`src/rtl/berger_mem_ctrl_pkg.sv`:
```
// Shared types and constants for the Berger-coded memory controller slice.
// Holds the sequencer state encoding and the response/error encodings.
package berger_mem_ctrl_pkg;

    typedef enum logic [2:0] {
        ST_IDLE = 3'd0,
        ST_WR   = 3'd1,
        ST_RD   = 3'd2,
        ST_RCHK = 3'd3,
        ST_RESP = 3'd4,
        ST_SRD  = 3'd5,
        ST_SCHK = 3'd6
    } state_t;

    localparam int DEF_ADDR_W = 4;
    localparam int MEM_DEPTH  = 2 ** DEF_ADDR_W;

    // Retry counter is sized for MAX_RETRY up to 7.
    localparam int RETRY_W = 3;

    localparam logic RSP_OK  = 1'b0;
    localparam logic RSP_ERR = 1'b1;

endpackage

```
`src/rtl/berger_scrub_sched.sv`:
```
// Background scrub scheduler: idle-cycle timer plus a wrapping address pointer.
// The timer only advances on idle controller cycles, so host traffic delays scrubbing.
module berger_scrub_sched
    import berger_mem_ctrl_pkg::*;
#(
    parameter int ADDR_W         = 4,
    parameter int SCRUB_INTERVAL = 64
) (
    input  logic              clk,
    input  logic              rst,
    input  logic              scrub_en,
    input  logic              idle_tick,
    input  logic              advance,
    output logic              scrub_req,
    output logic [ADDR_W-1:0] scrub_addr
);

    localparam int TMR_W = (SCRUB_INTERVAL > 1) ? $clog2(SCRUB_INTERVAL) : 1;
    localparam logic [TMR_W-1:0] TMR_LAST = TMR_W'(SCRUB_INTERVAL - 1);

    logic [TMR_W-1:0]  timer;
    logic [ADDR_W-1:0] ptr;

    assign scrub_req  = idle_tick && scrub_en && (timer == TMR_LAST);
    assign scrub_addr = ptr;

    always_ff @(posedge clk or negedge rst) begin
        if (!rst) begin
            timer <= '0;
            ptr   <= '0;
        end else begin
            if (idle_tick) begin
                if (!scrub_en || (timer == TMR_LAST)) begin
                    timer <= '0;
                end else begin
                    timer <= timer + TMR_W'(1);
                end
            end
            // Power-of-two depth, so the natural overflow is the wrap to 0.
            if (advance) begin
                ptr <= ptr + ADDR_W'(1);
            end
        end
    end

endmodule

```
`src/rtl/berger_mem_ctrl.sv`:
```
// Sequencing controller for the Berger-coded memory datapath: host read/write,
// read retry on check failure, background scrub and persistent-error logging.
module berger_mem_ctrl
    import berger_mem_ctrl_pkg::*;
#(
    parameter int ADDR_W         = 4,
    parameter int DATA_W         = 8,
    parameter int MAX_RETRY      = 2,
    parameter int SCRUB_INTERVAL = 64,
    parameter int CNT_W          = 8
) (
    input  logic              clk,
    input  logic              rst,
    input  logic              req_valid,
    output logic              req_ready,
    input  logic              req_we,
    input  logic [ADDR_W-1:0] req_addr,
    input  logic [DATA_W-1:0] req_wdata,
    output logic              rsp_valid,
    output logic [DATA_W-1:0] rsp_rdata,
    output logic              rsp_err,
    input  logic              scrub_en,
    output logic              mem_wr_en,
    output logic [ADDR_W-1:0] mem_addr,
    output logic [DATA_W-1:0] mem_wdata,
    input  logic [DATA_W-1:0] mem_rdata,
    input  logic              mem_err,
    output logic [CNT_W-1:0]  err_count,
    output logic [ADDR_W-1:0] last_err_addr,
    output logic              last_err_valid
);

    localparam logic [RETRY_W-1:0] RETRY_LIM = RETRY_W'(MAX_RETRY);

    function automatic logic [CNT_W-1:0] sat_inc(input logic [CNT_W-1:0] v);
        return (&v) ? v : v + CNT_W'(1);
    endfunction

    state_t               state, state_nxt;
    logic [RETRY_W-1:0]   retry, retry_nxt;
    logic                 accept;
    logic                 idle_tick;
    logic                 scrub_req;
    logic [ADDR_W-1:0]    scrub_addr;
    logic                 ptr_advance;
    logic                 log_err;
    logic                 rsp_load;
    logic [DATA_W-1:0]    rsp_rdata_nxt;
    logic                 rsp_err_nxt;

    // req_ready is gated by rst so every output reads 0 while reset is held.
    assign req_ready = rst && (state == ST_IDLE);
    assign accept    = req_valid && req_ready;
    assign idle_tick = (state == ST_IDLE) && !accept;
    assign mem_wr_en = (state == ST_WR);
    assign rsp_valid = (state == ST_RESP);

    berger_scrub_sched #(
        .ADDR_W         (ADDR_W),
        .SCRUB_INTERVAL (SCRUB_INTERVAL)
    ) u_scrub_sched (
        .clk        (clk),
        .rst        (rst),
        .scrub_en   (scrub_en),
        .idle_tick  (idle_tick),
        .advance    (ptr_advance),
        .scrub_req  (scrub_req),
        .scrub_addr (scrub_addr)
    );

    always_comb begin
        state_nxt     = state;
        retry_nxt     = retry;
        rsp_load      = 1'b0;
        rsp_rdata_nxt = '0;
        rsp_err_nxt   = RSP_OK;
        log_err       = 1'b0;
        ptr_advance   = 1'b0;
        case (state)
            ST_IDLE: begin
                if (accept) begin
                    state_nxt = req_we ? ST_WR : ST_RD;
                end else if (scrub_req) begin
                    state_nxt = ST_SRD;
                end
            end
            ST_WR: begin
                state_nxt = ST_RESP;
                rsp_load  = 1'b1;
            end
            ST_RD: state_nxt = ST_RCHK;
            ST_RCHK: begin
                if (mem_err && (retry < RETRY_LIM)) begin
                    retry_nxt = retry + RETRY_W'(1);
                    state_nxt = ST_RD;
                end else begin
                    state_nxt     = ST_RESP;
                    rsp_load      = 1'b1;
                    rsp_rdata_nxt = mem_rdata;
                    rsp_err_nxt   = mem_err ? RSP_ERR : RSP_OK;
                    log_err       = mem_err;
                end
            end
            ST_RESP: begin
                retry_nxt = '0;
                state_nxt = ST_IDLE;
            end
            ST_SRD: state_nxt = ST_SCHK;
            ST_SCHK: begin
                if (mem_err && (retry < RETRY_LIM)) begin
                    retry_nxt = retry + RETRY_W'(1);
                    state_nxt = ST_SRD;
                end else begin
                    log_err     = mem_err;
                    retry_nxt   = '0;
                    ptr_advance = 1'b1;
                    state_nxt   = ST_IDLE;
                end
            end
            default: state_nxt = ST_IDLE;
        endcase
    end

    // Registered memory port, response and error log.
    always_ff @(posedge clk or negedge rst) begin
        if (!rst) begin
            state          <= ST_IDLE;
            retry          <= '0;
            mem_addr       <= '0;
            mem_wdata      <= '0;
            rsp_rdata      <= '0;
            rsp_err        <= 1'b0;
            err_count      <= '0;
            last_err_addr  <= '0;
            last_err_valid <= 1'b0;
        end else begin
            state <= state_nxt;
            retry <= retry_nxt;
            if (accept) begin
                mem_addr  <= req_addr;
                mem_wdata <= req_wdata;
            end else if (scrub_req) begin
                mem_addr <= scrub_addr;
            end
            if (rsp_load) begin
                rsp_rdata <= rsp_rdata_nxt;
                rsp_err   <= rsp_err_nxt;
            end
            // The logged address is the one still on the port during the check.
            if (log_err) begin
                err_count      <= sat_inc(err_count);
                last_err_addr  <= mem_addr;
                last_err_valid <= 1'b1;
            end
        end
    end

endmodule

```
`config.mk`:
```
export PLATFORM = sky130hd
export DESIGN_NAME = berger_mem_ctrl
export DESIGN_NICKNAME = d
export VERILOG_FILES = /design/src/rtl/berger_mem_ctrl_pkg.sv /design/src/rtl/berger_scrub_sched.sv /design/src/rtl/berger_mem_ctrl.sv
export SDC_FILE = /design/constraint.sdc
export NUM_CORES = 1
export LEC_CHECK = 0
export BUFFER_PORTS_ARGS = -buffer_cell sky130_fd_sc_hd__buf_2
export CAP_MARGIN = 20
export CORE_ASPECT_RATIO = 0.5
export CORE_UTILIZATION = 47
export CTS_CLUSTER_DIAMETER = 80
export CTS_CLUSTER_SIZE = 20
export DETAILED_ROUTE_END_ITERATION = 16
export PLACE_DENSITY = 0.86
export SLEW_MARGIN = 30
export SYNTH_ARGS = -nofsm -noshare
export SYNTH_HDL_FRONTEND = slang
export SYNTH_SLANG_ARGS = --single-unit
export TNS_END_PERCENT = 1
```
`constraint.sdc`:
```
create_clock -name clk -period 1.5 [get_ports clk]
set_input_delay 0.075 -clock clk [delete_from_list [all_inputs] [get_ports clk]]
set_output_delay 0.075 -clock clk [all_outputs]
set_load 0.03 [all_outputs]
```
======== Yosys cells after proc, flatten, opt, wreduce, memory -nomap -nowiden ========
Index checks and enable logic that the tools add are counted.
word-level totals
  register bits ........................... 50
  logic and storage cells ................. 64
operators by class
  $add $sub $neg .......................... 4
  $lt $le $gt $ge ......................... 1
  eq/ne operators ......................... 9
  multiplexer cells ....................... 22
  bitwise operators ....................... 1
  reduce and logical (&&, ||, !) cells .... 16
operators with widths
  operator               number
  $mux W3                6
  $pmux W3 S6            1
  $mux W8                2
  $eq A3 B3 Y1 const B   3
  $pmux W3 S3            1
  $add A8 B1 Y8 const B  1
  $mux W4                2
  $reduce_and A8 Y1      1
  $mux W1                7
  $add A6 B1 Y6 const B  1
  $eq A3 B2 Y1 const B   2
  $eq A6 B6 Y1 const B   1
  $logic_and A1 B1 Y1    6
  $mux W6                1
  $add A4 B1 Y4 const B  1
  $reduce_and A2 Y1      2
  $add A3 B1 Y3 const B  1
  $eq A3 B1 Y1 const B   1
  $logic_not A3 Y1       1
  $lt A3 B2 Y1 const B   1
  $ne A3 B3 Y1 const B   1
  $reduce_bool A3 Y1     1
  $logic_not A1 Y1       2
  $mux W2                1
  other kinds (6)        6

======== Longest topological paths before layout ========
Gate-level depths: netlist of the first run.
  depth in word-level cells ............... 10
  depth in mapped cells ................... 6

======== Modules after synthesis ========
Synthesis of the first run repeated with hierarchy kept, for this count alone.
second synthesis, totals
  cell total of the unflattened synthesis .. 205
  area total of the unflattened synthesis .. 2377.3 um2
by module, submodules not included
  module              instances  cells an instance  area each (um2)
  berger_mem_ctrl     1          158                1875.5
  berger_scrub_sched  1          47                 501.7

======== Worst setup path after synthesis of the first run ========
No wires, ideal clock.
  path kind ............................... reg-to-reg
  start point ............................. reg err_count[0]
  end point ............................... reg err_count[1]
  library setup time ...................... 0.125 ns
  arrival time ............................ 1.568 ns
  data required time ...................... 1.375 ns
  setup slack ............................. -0.193 ns
  stages on the path, launching flop included .. 5
  period minus slack after synthesis ...... 1.693 ns
  cells stage by stage .................... dfrtp_1 > ha_1 > and4_1 > nor2b_1 > mux2_2
on the way
  cells in the longest elaborated chain, start to end .. 3
ends and longest elaborated chain
  element                                                RTL line                text
  start: declaration                                     berger_mem_ctrl.sv:28   output logic [CNT_W-1:0] err_count,
  start signal: assignment                               berger_mem_ctrl.sv:151  err_count <= sat_inc(err_count);
  branches (longest 3 deep; another with $add A8 B1 Y8)  -
Several ways; the timed one is not identified.
A chain may end at the register's enable or synchronous reset.

======== Worst setup path after layout of the first run ========
  start point ............................. reg state[0]
  end point ............................... reg mem_addr[3]
on the way
  cells in the longest elaborated chain, start to end .. 8
ends and longest elaborated chain
  element                              RTL line                                      text
  start: declaration                   berger_mem_ctrl.sv:39                         state_t state, state_nxt;
  start signal: assignment             berger_mem_ctrl.sv:137                        state <= state_nxt;
  $logic_not A3 Y1 (*)                 berger_mem_ctrl.sv:52, berger_mem_ctrl.sv:54
  $logic_and A1 B1 Y1                  berger_mem_ctrl.sv:52                         assign req_ready = rst && (state == ST_IDLE);
  $logic_and A1 B1 Y1                  berger_mem_ctrl.sv:53                         assign accept = req_valid && req_ready;
  $logic_not A1 Y1                     berger_mem_ctrl.sv:54                         assign idle_tick = (state == ST_IDLE) && !accept;
  $logic_and A1 B1 Y1                  berger_mem_ctrl.sv:54
  $logic_and A1 B1 Y1 (2 in series)    berger_scrub_sched.sv:24                      assign scrub_req = idle_tick && scrub_en && (timer == TMR_LAST);
  $reduce_bool A2 Y1 (no source line)  -
  end signal: assignment               berger_mem_ctrl.sv:140                        mem_addr <= req_addr;
  end signal: assignment               berger_mem_ctrl.sv:143                        mem_addr <= scrub_addr;
  end: declaration                     berger_mem_ctrl.sv:24                         output logic [ADDR_W-1:0] mem_addr,
Every way passes the cells marked *; elsewhere a longest branch is shown, timed or not.

==> flow_summary_export.csv, run 1 <==
group,metric,value,unit
yosys,postSynthAreaPerCell,11.6,sq um
final_layout,register_area,1260,sq um
global_route,antenna_found_initial,0,
placement,placedCellCount,362,
timing,rsz0062_at_grt,"true",
critical_path,crit_path_top_delay_cell,"dfrtp_2",
timing,skew,10.5,ps
critical_path,crit_required,1720,ps
final_layout,drive_gt1_share,49.4,%
global_route,grt-ovfl-total,0,
route,ant_nets,0,
critical_path,crit_chain,"or3_4 -> nor3_4 -> mux2i_1 -> a21oi_1",
floorplan,die_height,52.4,microns
yosys,syn_inst,205,
critical_path,critPathMaxFanout,7,
timing,slew_headroom,69.1,%
route,wl_per_cell,20.7,microns
cts,clk_latency,330,ps
cts,cts_tree,"yes",
yosys,ys_types,48,
run_status,run_status,"finished with violations",
floorplan,die-area,5380,sq um
cts,cts_max_level,2,
final_layout,multi_input_area,1200,sq um
global_route,grt_max_degree,37,
power_and_ir_drop,power_frac_seq,35.5,%
yosys,syn_nets,235,
critical_path,start_kind,"flop",
power_and_ir_drop,pwr_density_cell,1820,nW/um^2
yosys,ys_ff_latch,50,
route,drc,0,
yosys,yosys.area.top_type_share,52.5,%
final_layout,n_antenna_cell,0,
final_layout,stdcell_count,394,
global_route,grt_busiest_layer,"met2",
global_route,use_met3,8.13,%
route,wirelength,8.17,mm
global_route,grt_pass1_wl,11.7,mm
timing,layout_setup_ws,-216,ps
cts,cts.clk_slew.worst_paths,100,ps
cts,cts-buffers-inserted,5,
global_route,met2_usage,52.4,%
placement,post-place-ws,-191,ps
yosys,synthTopCellsByArea,"dfrtp_1 (52%), mux2_2 (6.1%), a22o_1 (3.7%)",
yosys,async_reset_ff_share,100,%
cts,root_buffer,"clkbuf_8",
power_and_ir_drop,pwr-share-comb,51.1,%
final_layout,fillers,280,
critical_path,worstSetupPathType,"reg2reg",
timing,min_period,1720,ps
worst_hold_path,hold_class,"in2reg",
route,vias,2358,
job,maxCapViolCount,0,
timing,worstMarginPinSlew,463,ps
floorplan,start_util,51.4,%
power_and_ir_drop,p_clk_share,13.4,%
floorplan,fp.dieW,103,microns
timing,hold_slack,6.16,ps
critical_path,end_kind,"flop",
route,dr.pass1.iters,5,
final_layout,fin_area,3470,sq um
yosys,synth_edf_count,0,
placement,postPlaceCellArea,3020,sq um
critical_path,cp.arrival,1930,ps
cts,clock_sinks,50,
power_and_ir_drop,p_int,0.00346,W
cts,cts_max_path_buffers,2,
route,viasPerCell,5.98,
timing,max_freq,583,MHz
timing,timing.final.max_slew_violations,0,
timing,setup_viol_count_final,38,
power_and_ir_drop,p_sw_share,45.1,%
placement,gp_congestion,0.814,
power_and_ir_drop,leakagePower,1.73,nW
global_route,use_met1,33.8,%
yosys,synth_top_area_cell,"dfrtp_1",
final_layout,fin_nets,357,
timing,finalCritPeriodShare,114,%
floorplan,rows,17,
final_layout,fin_util,74.8,%
power_and_ir_drop,switching_power,0.00284,W
run_status,violations,"negative setup slack",
placement,io_buffers,62,
placement,dp.final_hpwl,4.41,mm
yosys,ys_warn_count,0,
final_layout,area_growth,45.4,%
route,drt_iter0_drc,172,
critical_path,max_stage_delay,470,ps
floorplan,pin_count,63,
global_route,globalRouteTotalUtil,30.1,%
floorplan,coreArea,4640,sq um
yosys,synth_most_common_cell,"dfrtp_1",
yosys,ys.flop_type,"dfrtp_1",
yosys,syn-cell-area,2380,sq um
yosys,ys_seq_area_share,52.5,%
global_route,grt_pass1_vias,2345,
yosys,synth_common_cells,"dfrtp_1 (50), nand2_1 (16), mux2_2 (13)",
power_and_ir_drop,peakVddDrop,1010,uV
timing,hold_viol,0,
-- sequential cells by signal, indices dropped and copies added, names as in the netlist, 3 cells and up --
| register | flops |
|---|---|
| state | 3 |
| retry | 3 |
| last_err_addr | 4 |
| err_count | 8 |
| rsp_rdata | 8 |
| u_scrub_sched.timer | 6 |
| mem_wdata | 8 |
| u_scrub_sched.scrub_addr | 4 |
| mem_addr | 4 |
-- path summary, 6_finish.rpt --
| check | startpoint | end | slack [ps] | cells after the start |
|---|---|---|---|---|
| setup / recovery | state[0]$_DFFE_PN0P_ | mem_addr[3]$_DFFE_PN0P_ | -220 | 4 |
| hold / removal | req_addr[3] | mem_addr[3]$_DFFE_PN0P_ | 6 | 3 |
| setup reg to reg | state[0]$_DFFE_PN0P_ | mem_addr[3]$_DFFE_PN0P_ | -220 | 4 |
| hold reg to reg | rsp_rdata[4]$_DFFE_PN0P_ | rsp_rdata[4]$_DFFE_PN0P_ | 520 | 1 |
| max in group asynchronous | rst | err_count[3]$_DFFE_PN0P_ | 670 | 3 |
| min in group asynchronous | rst | state[0]$_DFFE_PN0P_ | 370 | 3 |
-- cells by family after synthesis --
family / after synthesis / synth area share, %
flip-flops: 50 / 52.5
adder cells (fa/ha/maj): 4 / 2.10
AND/OR/NAND/NOR: 68 / 16.8
AO/OA/AOI/OAI: 43 / 13.1
XOR/XNOR: 8 / 2.94
buffers and inverters: 9 / 2.05
multiplexers: 23 / 10.5
-- metrics by stage --
stage                     TNS (ps)  total power (W)
after global placement       -1260          0.00473
after detailed placement     -2920          0.00489
after global routing         -5010          0.00657
after CTS                     -914          0.00590
after floorplan              -1150          0.00386
final                        -3780          0.00630
-- cell type report --
type / count / share of cell area, %
well taps: 66 / 2.38
multi-input cells: 146 / 34.7
clock buffers: 5 / 1.98
inverters: 2 / 0.216
clock inverters: 3 / 0.613
flip-flops and latches: 50 / 36.4
repair buffers: 122 / 23.8
-- metal layers --
layer,vias to the layer above,wire length [microns]
met5,-,0
met4,0,387
met3,55,694
met2,151,4080
met1,1163,3010
li1,989,-
-- cells in the final DEF (no fill, tap or decap), types with 4 or more instances in the layout --
cell type      count
dfrtp_1           42
a22o_1            10
dfrtp_2            8
dlygate4sd3_1     18
clkbuf_8           5
mux2i_1            6
xor2_1             4
nor2_1            10
buf_4             42
nand2_1           16
nand3_1            7
ha_1               4
a21oi_1            7
buf_2             59
mux2_2            12
o21ai_0            6
-- power groups by stage --
stage	logic (W)	registers, W	clock network, W
6_report	0.00322	0.00224	0.000846
3_5_place_dp	0.00271	0.00217	0
4_1_cts	0.00291	0.00216	0.000827
3_3_place_gp	0.00259	0.00214	0
5_1_grt	0.00337	0.00228	0.000912
2_1_floorplan	0.00114	0.00272	0
-- critical path, delay by kind of cell, from the launching register on --
| kind | cells | cell delay, ps |
|---|---|---|
| simple gates | 2 | 710 |
| flops | 1 | 470 |
| mux | 1 | 310 |
| compound gates | 1 | 100 |
-- repair_timing --
action,CTS,global route
hold endpoints to repair,65,2
endpoints found under the setup margin,37,43
pin swaps,7,8
gates resized for setup,24,14
hold buffers,16,2
setup buffers,4,2
Note: power is estimated with default switching activity, not from simulation.
==> run 2, diff against run 1 <==
--- a/config.mk
+++ b/config.mk
@@ -7,12 +7,13 @@
 export LEC_CHECK = 0
 export BUFFER_PORTS_ARGS = -buffer_cell sky130_fd_sc_hd__buf_2
 export CAP_MARGIN = 20
-export CORE_ASPECT_RATIO = 0.5
+export CORE_ASPECT_RATIO = 1.75
 export CORE_UTILIZATION = 47
 export CTS_CLUSTER_DIAMETER = 80
 export CTS_CLUSTER_SIZE = 20
 export DETAILED_ROUTE_END_ITERATION = 16
 export PLACE_DENSITY = 0.86
+export SKIP_CTS_REPAIR_TIMING = 1
 export SLEW_MARGIN = 30
 export SYNTH_ARGS = -nofsm -noshare
 export SYNTH_HDL_FRONTEND = slang
==> run 2 against run 1 <==
Compared with the run above: the run ends with negative hold slack, negative setup slack left; die area is 0.12% lower; maximum frequency is 5.8% higher; wire length is 29% lower; final area is 6.0% lower; non-clock buffer count is 14 lower; clock skew is 1.2 ps higher; worst hold slack worse by 20 ps; flip-flop and latch count stayed put; final cell count is 6.9% lower; critical endpoint is now mem_wdata[3]$_DFFE_PN0P_; largest cell class unchanged.
==> flow_summary_export.csv, run 2 (same netlist as run 1, synthesis figures left out) <==
group,metric,value,unit
route,viasPerCell,5.56,
power_and_ir_drop,switching_power,0.00246,W
route,wl_per_cell,15.9,microns
timing,skew,11.7,ps
power_and_ir_drop,p_int,0.00346,W
critical_path,crit_path_top_delay_cell,"dfrtp_2",
timing,layout_setup_ws,-123,ps
final_layout,fin_nets,343,
power_and_ir_drop,pwr-share-comb,49.9,%
cts,clk_latency,310,ps
timing,min_period,1620,ps
critical_path,critPathMaxFanout,9,
critical_path,worstSetupPathType,"reg2reg",
critical_path,crit_chain,"nor3_1 -> buf_4 -> nand3_2 -> buf_4 -> mux2_2",
floorplan,pin_count,63,
power_and_ir_drop,pwr_density_cell,1810,nW/um^2
placement,io_buffers,62,
worst_hold_path,hold_class,"in2reg",
timing,hold_viol,5,
power_and_ir_drop,power_frac_seq,36.6,%
floorplan,die_height,96.2,microns
final_layout,layout_common_cells,"buf_2 (61), dfrtp_1 (42), buf_4 (41)",
final_layout,n_antenna_cell,0,
global_route,globalRouteTotalUtil,20.8,%
critical_path,r2r_end,"mem_wdata[3]$_DFFE_PN0P_",
global_route,grt_max_degree,32,
critical_path,max_stage_delay,460,ps
floorplan,start_util,48.3,%
timing,slew_headroom,70.3,%
final_layout,fin_area,3260,sq um
placement,gp_congestion,0.800,
global_route,antenna_found_initial,0,
power_and_ir_drop,peakVddDrop,1160,uV
run_status,violations,"negative hold slack, negative setup slack",
cts,cts.clk_slew.worst_paths,90,ps
critical_path,crit_top_cell,"buf_4",
final_layout,drive_gt1_share,48.6,%
floorplan,coreArea,4930,sq um
final_layout,stdcell_count,367,
timing,setup_viol_count_final,27,
cts,clock_sinks,50,
final_layout,biggestRegsByFlops,"err_count: 8 flops, mem_wdata: 8 flops, rsp_rdata: 8 flops",
timing,hold_slack,-13.6,ps
critical_path,cp_top_family,"flip-flops",
route,wirelength,5.84,mm
critical_path,cp.arrival,1810,ps
critical_path,worst-r2r-setup-slack,-120,ps
route,drc,0,
power_and_ir_drop,report.power.total,0.00592,W
timing,max_freq,616,MHz
power_and_ir_drop,leakagePower,1.65,nW
floorplan,rows,34,
power_and_ir_drop,p_sw_share,41.6,%
timing,worstMarginPinSlew,445,ps
cts,cts_tree,"yes",
global_route,grt-ovfl-total,0,
timing,rsz0062_at_grt,"true",
critical_path,critPathLaunch,"state[1]$_DFFE_PN0P_",
placement,postPlaceCellArea,3020,sq um
run_status,run_status,"finished with violations",
worst_hold_path,hp-start,"mem_rdata[5]",
floorplan,die-area,5370,sq um
route,dr.pass1.iters,4,
final_layout,fin_util,66.1,%
cts,cts_max_path_buffers,2,
timing,finalCritPeriodShare,108,%
route,vias,2042,
critical_path,cp.depth,5,
global_route,grt_pass1_vias,1963,
placement,dp.final_hpwl,4.18,mm
route,ant_nets,0,
route,drt_iter0_drc,47,
critical_path,endpoint,"mem_wdata[3]$_DFFE_PN0P_",
job,maxCapViolCount,0,
cts,root_buffer,"clkbuf_8",
critical_path,end_kind,"flop",
critical_path,crit_buf_inv,2,
placement,placedCellCount,352,
critical_path,crit_required,1690,ps
critical_path,start_kind,"flop",
timing,timing.final.max_slew_violations,0,
critical_path,r2r_cells,5,
cts,cts_max_level,2,
power_and_ir_drop,p_clk_share,13.5,%
final_layout,area_growth,36.7,%
global_route,grt_pass1_wl,8.67,mm
floorplan,fp.dieW,55.8,microns
cts,cts-buffers-inserted,5,
final_layout,final_common_cell,"buf_2",
critical_path,r2r_start,"state[1]$_DFFE_PN0P_",
[run 2: changes by cell type in the layout (fill, tap and decap cells not counted), moves of 2 or more]
cell,delta
buf_6,-3
mux2_4,-3
buf_2,+2
dlygate4sd3_1,-13
mux2_1,+2
o21ai_1,+2
[run 2: power groups by stage]
stage | combinational [W] | sequential, W | clock, W
final | 0.00296 | 0.00217 | 0.000797
after global routing | 0.00318 | 0.00223 | 0.000855
after CTS | 0.00272 | 0.00214 | 0.000805
after detailed placement | 0.00271 | 0.00217 | 0
after global placement | 0.00262 | 0.00214 | 0
after floorplan | 0.00114 | 0.00272 | 0
[run 2: worst min-delay path by stage]
stage / end / slack [ps] / cells past startpoint
2_1_floorplan: err_count[0]$_DFFE_PN0P_ / -220 / 0
3_3_place_gp: u_scrub_sched.timer[2]$_DFFE_PN0P_ / 120 / 2
3_5_place_dp: u_scrub_sched.timer[1]$_DFFE_PN0P_ / 130 / 2
4_1_cts: u_scrub_sched.timer[1]$_DFFE_PN0P_ / -210 / 2
5_1_grt: mem_wdata[5]$_DFFE_PN0P_ / 4 / 2
6_report: rsp_rdata[5]$_DFFE_PN0P_ / -10 / 2
[run 2: routing by layer]
metal	wire length (microns)	track usage, %
met5	0	0
met4	199	11.0
met3	180	2.82
met2	3380	39.1
met1	2080	22.7
[run 2: cell type report]
class / count / area (sq um)
fill: 356 / 1670
sequential: 50 / 1260
inverter: 2 / 7.51
clock buffer: 7 / 86.3
timing repair buffer: 108 / 683
tap: 54 / 67.6
multi-input combinational: 146 / 1150
[run 2: through the flow]
step,setup slack (ps),TNS [ps]
2_1_floorplan,-105,-1150
3_3_place_gp,-89.0,-1370
3_5_place_dp,-130,-2330
4_1_cts,-141,-3130
5_1_grt,-196,-4420
6_report,-123,-2160
